--- config.mk ---
export PLATFORM = sky130hd
export DESIGN_NAME = add_cla_pipe_flat
export DESIGN_NICKNAME = d
export VERILOG_FILES = /design/src/rtl/add_cla_pipe_pkg.sv /design/src/rtl/add_cla_pipe_if.sv /design/src/rtl/add_cla_pipe_cla4_slice.sv /design/src/rtl/add_cla_pipe.sv /design/src/flat_wrapper.sv
export SDC_FILE = /design/constraint.sdc
export NUM_CORES = 1
export LEC_CHECK = 0
export BUFFER_PORTS_ARGS = -buffer_cell sky130_fd_sc_hd__buf_2
export CORE_MARGIN = 2
export CORE_UTILIZATION = 49
export DETAILED_ROUTE_END_ITERATION = 10
export PLACE_DENSITY = 0.7
export SKIP_LAST_GASP = 1
export SYNTH_ARGS = -nofsm -noshare
export SYNTH_HDL_FRONTEND = slang
export SYNTH_SLANG_ARGS = --single-unit
--- constraint.sdc ---
create_clock -name clk -period 1.8 [get_ports clk]
set_input_delay 0.36 -clock clk [delete_from_list [all_inputs] [get_ports clk]]
set_output_delay 0.36 -clock clk [all_outputs]
set_load 0.005 [all_outputs]
--- src/rtl/add_cla_pipe_pkg.sv ---
// Shared constants and helpers for the pipelined look-ahead adder.
// Optional feature macro: ADD_CLA_OVF_EN (signed overflow output).
package add_cla_pipe_pkg;

  localparam int unsigned GROUP_W = 4;

  function automatic int unsigned stage_count(input int unsigned width);
    return width / GROUP_W;
  endfunction

  function automatic bit width_ok(input int unsigned width);
    return ((width % GROUP_W) == 0) && (width >= GROUP_W) && (width <= 64);
  endfunction

endpackage

--- src/rtl/add_cla_pipe_if.sv ---
// Operand/result valid-ready bus of add_cla_pipe.
// Optional feature macro: ADD_CLA_OVF_EN adds the ov signal.
interface add_cla_pipe_if #(
  parameter int unsigned WIDTH = 16
);
  logic             in_valid;
  logic             in_ready;
  logic [WIDTH-1:0] a;
  logic [WIDTH-1:0] b;
  logic             ci;
  logic             sub;
  logic             out_valid;
  logic             out_ready;
  logic [WIDTH-1:0] s;
  logic             co;
`ifdef ADD_CLA_OVF_EN
  logic             ov;

  modport master (output in_valid, a, b, ci, sub, out_ready,
                  input  in_ready, out_valid, s, co, ov);
  modport slave  (input  in_valid, a, b, ci, sub, out_ready,
                  output in_ready, out_valid, s, co, ov);
`else
  modport master (output in_valid, a, b, ci, sub, out_ready,
                  input  in_ready, out_valid, s, co);
  modport slave  (input  in_valid, a, b, ci, sub, out_ready,
                  output in_ready, out_valid, s, co);
`endif
endinterface

--- src/rtl/add_cla_pipe_cla4_slice.sv ---
// Combinational 4-bit carry look-ahead group built from NAND/NOT terms.
module cla4_slice (
  input  logic [3:0] a,
  input  logic [3:0] b,
  input  logic       cin,
  output logic [3:0] s,
  output logic       cout,
  output logic       p,
  output logic       g,
  output logic       c3
);
  logic [3:0] gn, gi, pi, xa, xb;
  logic       c1, c2;
  logic       p10, p21, p32, p321;

  // Bit generate (NAND) and propagate (four-NAND XOR sharing gn)
  assign gn = ~(a & b);
  assign gi = ~gn;
  assign xa = ~(a & gn);
  assign xb = ~(b & gn);
  assign pi = ~(xa & xb);

  assign p10  = pi[1] & pi[0];
  assign p21  = pi[2] & pi[1];
  assign p32  = pi[3] & pi[2];
  assign p321 = p32 & pi[1];

  assign c1 = ~(gn[0] & ~(pi[0] & cin));
  assign c2 = ~(gn[1] & ~(pi[1] & gi[0]) & ~(p10 & cin));
  assign c3 = ~(gn[2] & ~(pi[2] & gi[1]) & ~(p21 & gi[0]) & ~(p21 & pi[0] & cin));

  assign p    = p321 & pi[0];
  assign g    = ~(gn[3] & ~(pi[3] & gi[2]) & ~(p32 & gi[1]) & ~(p321 & gi[0]));
  assign cout = ~(~g & ~(p & cin));

  assign s = pi ^ {c3, c2, c1, cin};
endmodule

--- src/rtl/add_cla_pipe.sv ---
// Pipelined WIDTH-bit add/sub: one 4-bit look-ahead group resolved per stage.
// Optional feature macro: ADD_CLA_OVF_EN registers signed overflow on bus.ov.
module add_cla_pipe
  import add_cla_pipe_pkg::*;
#(
  parameter int unsigned WIDTH = 16
) (
  input  logic           clk,
  input  logic           rst_n,
  add_cla_pipe_if.slave  bus
);
  localparam int unsigned STAGES = stage_count(WIDTH);

  if (!width_ok(WIDTH)) begin : g_width_chk
    $error("add_cla_pipe: WIDTH must be a multiple of 4 in 4..64");
  end

  logic             adv;
  logic [WIDTH-1:0] b_eff;
  logic             ci_eff;

  // Global advance: every stage moves together, bubbles included
  assign adv          = ~g_stg[STAGES-1].vld_q | bus.out_ready;
  assign bus.in_ready = adv;
  assign b_eff        = bus.sub ? ~bus.b : bus.b;
  assign ci_eff       = bus.ci | bus.sub;

  for (genvar k = 0; k < STAGES; k++) begin : g_stg
    logic             vld_q, cry_q;
    logic [WIDTH-1:0] acc_q;   // finished sum bits below, unconsumed A bits above
    logic [WIDTH-1:0] b_q;     // effective B shifted so the next group sits in [3:0]
    logic             v_src, c_src;
    logic [WIDTH-1:0] acc_src, b_src, acc_d;
    logic [3:0]       ss;
    logic             scout, sp, sg, sc3;

    if (k == 0) begin : g_src
      assign v_src   = bus.in_valid;
      assign acc_src = bus.a;
      assign b_src   = b_eff;
      assign c_src   = ci_eff;
    end else begin : g_src
      assign v_src   = g_stg[k-1].vld_q;
      assign acc_src = g_stg[k-1].acc_q;
      assign b_src   = g_stg[k-1].b_q;
      assign c_src   = g_stg[k-1].cry_q;
    end

    cla4_slice u_slice (
      .a    (acc_src[GROUP_W*k +: GROUP_W]),
      .b    (b_src[GROUP_W-1:0]),
      .cin  (c_src),
      .s    (ss),
      .cout (scout),
      .p    (sp),
      .g    (sg),
      .c3   (sc3)
    );

    always_comb begin
      acc_d = acc_src;
      acc_d[GROUP_W*k +: GROUP_W] = ss;
    end

    always_ff @(posedge clk or negedge rst_n) begin
      if (!rst_n) begin
        vld_q <= 1'b0;
        acc_q <= '0;
        b_q   <= '0;
        cry_q <= 1'b0;
      end else if (adv) begin
        vld_q <= v_src;
        acc_q <= acc_d;
        b_q   <= b_src >> GROUP_W;
        cry_q <= scout;
      end
    end

`ifdef ADD_CLA_OVF_EN
    if (k == STAGES - 1) begin : g_ovf
      logic ov_q;
      // Carry into the MSB versus carry out of it
      always_ff @(posedge clk or negedge rst_n) begin
        if (!rst_n)   ov_q <= 1'b0;
        else if (adv) ov_q <= sc3 ^ scout;
      end
    end
`endif
  end

  assign bus.out_valid = g_stg[STAGES-1].vld_q;
  assign bus.s         = g_stg[STAGES-1].acc_q;
  assign bus.co        = g_stg[STAGES-1].cry_q;
`ifdef ADD_CLA_OVF_EN
  assign bus.ov        = g_stg[STAGES-1].g_ovf.ov_q;
`endif
endmodule
--- src/flat_wrapper.sv ---
// flat-port wrapper written by rule: the top's interface ports become plain ports
module add_cla_pipe_flat import add_cla_pipe_pkg::*;
#(
  parameter int unsigned WIDTH = 16
)
  (clk, rst_n, bus_in_valid, bus_a, bus_b, bus_ci, bus_sub, bus_out_ready, bus_in_ready, bus_out_valid, bus_s, bus_co);
  add_cla_pipe_if #(.WIDTH(WIDTH)) bus_i ();
  input  logic clk;
  input  logic rst_n;
  input wire logic [$bits(bus_i.in_valid)-1:0] bus_in_valid;
  input wire logic [$bits(bus_i.a)-1:0] bus_a;
  input wire logic [$bits(bus_i.b)-1:0] bus_b;
  input wire logic [$bits(bus_i.ci)-1:0] bus_ci;
  input wire logic [$bits(bus_i.sub)-1:0] bus_sub;
  input wire logic [$bits(bus_i.out_ready)-1:0] bus_out_ready;
  output wire logic [$bits(bus_i.in_ready)-1:0] bus_in_ready;
  output wire logic [$bits(bus_i.out_valid)-1:0] bus_out_valid;
  output wire logic [$bits(bus_i.s)-1:0] bus_s;
  output wire logic [$bits(bus_i.co)-1:0] bus_co;
  assign bus_i.in_valid = bus_in_valid;
  assign bus_i.a = bus_a;
  assign bus_i.b = bus_b;
  assign bus_i.ci = bus_ci;
  assign bus_i.sub = bus_sub;
  assign bus_i.out_ready = bus_out_ready;
  assign bus_in_ready = bus_i.in_ready;
  assign bus_out_valid = bus_i.out_valid;
  assign bus_s = bus_i.s;
  assign bus_co = bus_i.co;
  add_cla_pipe #(.WIDTH(WIDTH)) u_core (.clk(clk), .rst_n(rst_n), .bus(bus_i));
endmodule
---- After elaboration in Yosys (flattened, before gate mapping) ----
Cells that the tools add are included.
Widths: inputs -> output; s select.
storage, ports and cells
  flip-flop bits (word level) ............. 96
  input bits .............................. 38
  output and inout port bits .............. 19
  word-level logic and storage cells ...... 220
cells by class
  mux-type cells .......................... 1
  bitwise logic cells ..................... 204
operators with widths
  kind         count
  $and 1x1->1  104
  $and 4x4->4  16
  $not 4->4    16
  $not 1->1    57
  $mux 16      1
  $not 16->16  1
  $xor 4x4->4  4
  $not 3->3    4
  $or 1x1->1   2

---- Longest topological paths before layout ----
  word-level depth ........................ 15
  depth in mapped cells ................... 8
  gate-level depth less buffers ........... 6

---- Modules after synthesis ----
Synthesis repeated with hierarchy kept, for this count alone.
second synthesis, totals
  cells, all modules ...................... 315
  area, all modules ....................... 4623.2 um^2
by module, submodules not included
  module        instances  cells each  area each (um^2)  seq. area each (um^2)
  add_cla_pipe  1          223         3842.4            2402.3
  cla4_slice    4          23          195.2             0.0

---- Least setup slack after synthesis ----
No wires, ideal clock.
  path kind ............................... in2reg
  start ................................... in bus_sub
  end ..................................... reg u_core.g_stg[0].cry_q
  library setup time ...................... 0.124 ns
  arrival ................................. 1.758 ns
  required time ........................... 1.676 ns
  setup slack ............................. -0.082 ns
  cell stages on the path ................. 8
  path buffers ............................ 2
  cells stage by stage .................... buf_6 -> buf_4 -> xor2_1 -> ha_1 -> o21ai_0 -> a21oi_1 -> o21a_1 -> o31a_1
on the way
  word-level cells in the longest chain between the ends .. 14
  elaborated cells on any way between the ends .. 27
  those cells by class .................... mux: 1; bitwise: 26
ends and longest elaborated chain
  element                                           line                                                          RTL
  start: declaration                                flat_wrapper.sv:14                                            input wire logic [$bits(bus_i.sub)-1:0] bus_sub;
  $mux 16                                           add_cla_pipe.sv:25                                            assign b_eff = bus.sub ? ~bus.b : bus.b;
  $and 4x4->4                                       add_cla_pipe_cla4_slice.sv:17                                 assign gn = ~(a & b);
  $not 4->4                                         add_cla_pipe_cla4_slice.sv:17
  $and 4x4->4, on equally long branches             add_cla_pipe_cla4_slice.sv:19, add_cla_pipe_cla4_slice.sv:20
  $not 4->4, on equally long branches               add_cla_pipe_cla4_slice.sv:19, add_cla_pipe_cla4_slice.sv:20
  $and 4x4->4                                       add_cla_pipe_cla4_slice.sv:21                                 assign pi = ~(xa & xb);
  $not 4->4                                         add_cla_pipe_cla4_slice.sv:21
  $and 1x1->1, on equally long branches             add_cla_pipe_cla4_slice.sv:33, add_cla_pipe_cla4_slice.sv:25
  $not 1->1 (tied with other cells)                 add_cla_pipe_cla4_slice.sv:33                                 assign g = ~(gn[3] & ~(pi[3] & gi[2]) & ~(p32 & gi[1]) & ~(p321 & gi[0]));
  $and 1x1->1 (tied with other cells) (2 in a row)  add_cla_pipe_cla4_slice.sv:33
  $and 1x1->1 or $not 1->1 (tied branches)          add_cla_pipe_cla4_slice.sv:33, add_cla_pipe_cla4_slice.sv:34
  $and 1x1->1 (*)                                   add_cla_pipe_cla4_slice.sv:34                                 assign cout = ~(~g & ~(p & cin));
  $not 1->1 (*)                                     add_cla_pipe_cla4_slice.sv:34
  end signal: assignment                            add_cla_pipe.sv:75                                            cry_q <= scout;
  end: declaration                                  add_cla_pipe.sv:29                                            logic vld_q, cry_q;
Mark *: on every way between the ends. The rest lies on a longest branch, timed or not.
A chain may end at the register's enable or synchronous reset.

---- Final worst setup path ----
  start ................................... reg u_core.g_stg[0].acc_q[5]
  end ..................................... reg u_core.g_stg[1].cry_q
on the way
  word-level cells in the longest chain between the ends .. 12
  elaborated cells on any way between the ends .. 21
  those cells by class .................... bitwise: 21
ends and longest elaborated chain
  element                                   line                                                          RTL
  start: declaration                        add_cla_pipe.sv:30                                            logic [WIDTH-1:0] acc_q;
  start signal: assignment                  add_cla_pipe.sv:68                                            acc_q <= '0;
  start signal: assignment                  add_cla_pipe.sv:73                                            acc_q <= acc_d;
  $and 4x4->4                               add_cla_pipe_cla4_slice.sv:17
  $not 4->4                                 add_cla_pipe_cla4_slice.sv:17
  $and 4x4->4, on equally long branches     add_cla_pipe_cla4_slice.sv:19, add_cla_pipe_cla4_slice.sv:20
  $not 4->4, on equally long branches       add_cla_pipe_cla4_slice.sv:19, add_cla_pipe_cla4_slice.sv:20
  $and 4x4->4                               add_cla_pipe_cla4_slice.sv:21
  $not 4->4                                 add_cla_pipe_cla4_slice.sv:21
  $and 1x1->1                               add_cla_pipe_cla4_slice.sv:26                                 assign p321 = p32 & pi[1];
  $and 1x1->1, on equally long branches     add_cla_pipe_cla4_slice.sv:33, add_cla_pipe_cla4_slice.sv:32
  $not 1->1 or $and 1x1->1 (tied branches)  add_cla_pipe_cla4_slice.sv:33, add_cla_pipe_cla4_slice.sv:34
  $and 1x1->1 or $not 1->1 (tied branches)  add_cla_pipe_cla4_slice.sv:33, add_cla_pipe_cla4_slice.sv:34
  $and 1x1->1 (*)                           add_cla_pipe_cla4_slice.sv:34
  $not 1->1 (*)                             add_cla_pipe_cla4_slice.sv:34
  end signal: assignment                    add_cla_pipe.sv:75
  end: declaration                          add_cla_pipe.sv:29
Marked as above.

==> out/results.txt <==
Status -> finished, final reports clean
Cells after synthesis -> 459
Hold_buf cts -> 1
Synth area leader -> dfrtp_1
Die area -> 9520 um^2
Clock slew at reported path FFs -> 90 ps
Total grt overflow -> 0
Leak pwr -> 2.548 nW
Setup Skew -> 11.70 ps
DR iter-0 viols -> 123
Clk_lat worst skew -> 360 ps
Number of diodes -> 0
Layout Nets -> 573
Largest stage delay, worst path -> 400 ps
Post-DP HPWL -> 5447 um
Cts bufs inserted -> 9
Capturing point of the worst reg2reg path -> u_core.g_stg[1].cry_q
Crit end category -> flop
Syn Nets -> 519
Via count of the first global-routing pass -> 3,066
Crit Path Category -> flop to flop
Antenna-violating nets left -> 0
Slew @ Worst Pin -> 346.2 ps
Critical-path cell list -> ha_1, a41oi_1, o21ai_1, a211oi_1, a21oi_1
Fmax -> 0.6377 GHz
Hold path depth -> 3
Critical Path End -> u_core.g_stg[1].cry_q
First-pass GRT wire length -> 13,920 um
Clk root buf -> clkbuf_8
Critical Path Start Type -> flop
Power per cell area -> 1616 nW/um^2
Die Y -> 97.57 um
Die X -> 97.57 um
H-tree Lvls -> 3
Final min period -> 1568 ps
Pin count of the biggest net entering global routing -> 83
R2r setup slk -> 230 ps
CP startpoint -> u_core.g_stg[0].acc_q[5]
Seq/Total Area, Yosys -> 55.99%
Fin crit share -> 87.12%
CTS tree -> built
Number of synthesized flops with an enable pin -> 0
Async S/R FF share, synth -> 100.0%
Syn avg cell area -> 9.347 um^2
Most frequent cells after synthesis -> nand2_1 (202), dfrtp_1 (96), o21ai_0 (26)
Netlist cell types -> 26
DRC violations left -> 0
Core box area -> 8593 um^2
Drt total wl -> 7817 um
Worst r2r src -> u_core.g_stg[0].acc_q[5]
Gr usage total -> 17.89%
Initial Util -> 49.93%
Row count -> 34
P&R area growth vs syn -> 14.70%
Syn. warnings -> 0
Levels on crit path -> 5
Number of setup buffers added after CTS -> 0
Num ports -> 57
RSZ-0062 raised after global routing -> no
Tightest Hold Check Type -> input pin to flop
Relative slew slack -> 76.92%
Fin worst setup slack -> 231.8 ps
Final hold vios -> 0
Peak VDD IR -> 0.4920 mV
Drt pass-1 iters -> 5
Max Cap Viol -> 0
Worst slack at placement -> -30.42 ps
Final Hold Slack -> 193.5 ps
Crit-path leading delay family -> compound AO/OA/AOI/OAI gates
Synth top area share -> 55.99%
CTS Buffer Depth -> 2
PortBufs -> 56
Seq cells post-synth -> 96
CP Buf/Inv Count -> 0
Top-count cell post-synth -> nand2_1
Fill cells -> 808
Wire per inst -> 12.53 um
Post-cts gate resize count -> 0
Fin. max-slew vios -> 0
CP max FO -> 4
CTS sink count -> 96
Initial antenna violation count -> 0
Layout cells sized above 1 -> 16.47%
Setup violations, final -> 0
Synth Flop Type -> dfrtp_1
Most area-consuming cells after synthesis -> dfrtp_1 (56%), nand2_1 (18%), ha_1 (5.2%)
Worst Path Required -> 2030 ps
Post-Syn Area -> 4290 um^2
Placer Congestion -> 0.7984
R2R depth -> 5
Slowest CP cell -> dfrtp_1
DR vias/cell -> 4.838
CP arrival -> 1790 ps
Final setup TNS -> 0 ps
DR vias -> 3,019
how the worst min path moves through the flow:
stage | start | end
global route | bus_a[12] | u_core.g_stg[0].acc_q[12]
finish | bus_in_valid | u_core.g_stg[0].vld_q
detailed placement | rst_n | u_core.g_stg[0].b_q[11]
floorplan | rst_n | u_core.bus.co
CTS | bus_in_valid | u_core.g_stg[0].vld_q
global placement | rst_n | u_core.g_stg[0].b_q[11]
where the power goes:
group / switching, W / leakage [nW] / internal [W]
logic: 0.00161 / 1.29 / 0.00126
clock network: 0.000700 / 0.105 / 0.000744
registers: 0.000519 / 1.15 / 0.00312
total: 0.00283 / 2.55 / 0.00512
metrics by stage:
step | util [%] | power (W) | cells | instance area (um^2)
after detailed placement | 54.78 | 0.006584 | 609 | 4707
final | 57.27 | 0.007951 | 624 | 4921
after global placement | 54.78 | 0.006445 | 609 | 4707
after floorplan | - | 0.005730 | 459 | 4327
after CTS | 57.27 | 0.008062 | 624 | 4921
after global routing | 57.27 | 0.008692 | 624 | 4921
kinds of logic after synthesis:
group,Yosys count,synth area share [%]
flops,96,55.99
fa+ha+maj,22,7.116
compound gates,61,8.078
xor+xnor,27,5.512
simple gates,215,18.99
buf+inv,38,4.316
per-layer routing:
metal / GRT usage [%] / routed length (um) / vias up
met1: 24.77 / 3820 / 1397
met3: 2.734 / 248 / 13
met4: 8.120 / 193 / 0
met2: 28.06 / 3555 / 55
met5: 0 / 0 / -
li1: - / - / 1554
state kept, by name, summed over array words and instances (netlist names):
register and flops:
u_core.bus.co 1, u_core.bus.out_valid 1, u_core.bus.s 16, u_core.g_stg.acc_q 48, u_core.g_stg.b_q 24, u_core.g_stg.cry_q 3
u_core.g_stg.vld_q 3
area by class of cell:
class	count	area, um^2	area share (%)
flip-flops and latches	96	2402	48.82
multi-input cells	325	1725	35.06
repair buffers	66	397.9	8.085
clock buffers	12	165.2	3.356
well taps	108	135.1	2.746
inverters	15	56.30	1.144
clock inverters	2	38.79	0.7882
layout by cell type (no fill, tap or decap):
cell,synthesis,layout
fa_1,4,4
a21o_1,3,3
o31ai_2,1,1
inv_1,14,14
dlygate4sd3_1,0,1
bufinv_16,0,1
nand2_1,202,202
buf_12,0,3
inv_2,1,1
a21oi_1,19,19
nor2b_4,0,1
nor3_1,2,2
clkbuf_8,0,12
clkinv_4,0,1
nand2b_1,1,1
ha_1,18,18
o21ai_1,4,5
nor2_1,9,9
o21ai_2,1,1
xor2_1,9,7
a41oi_1,3,3
buf_2,13,55
o31a_1,1,1
o21ai_0,26,25
xnor2_1,18,18
o21a_1,1,1
xor2_2,0,2
a211oi_1,2,2
dfrtp_1,96,96
buf_4,5,7
worst register-to-register path, delay by kind of cell (launching register included):
kind / cells / cell delay, ps
flip-flops: 1 / 400
adder cells (fa/ha/maj): 1 / 340
AO/OA/AOI/OAI: 4 / 700
(Power assumes the default switching activity.)
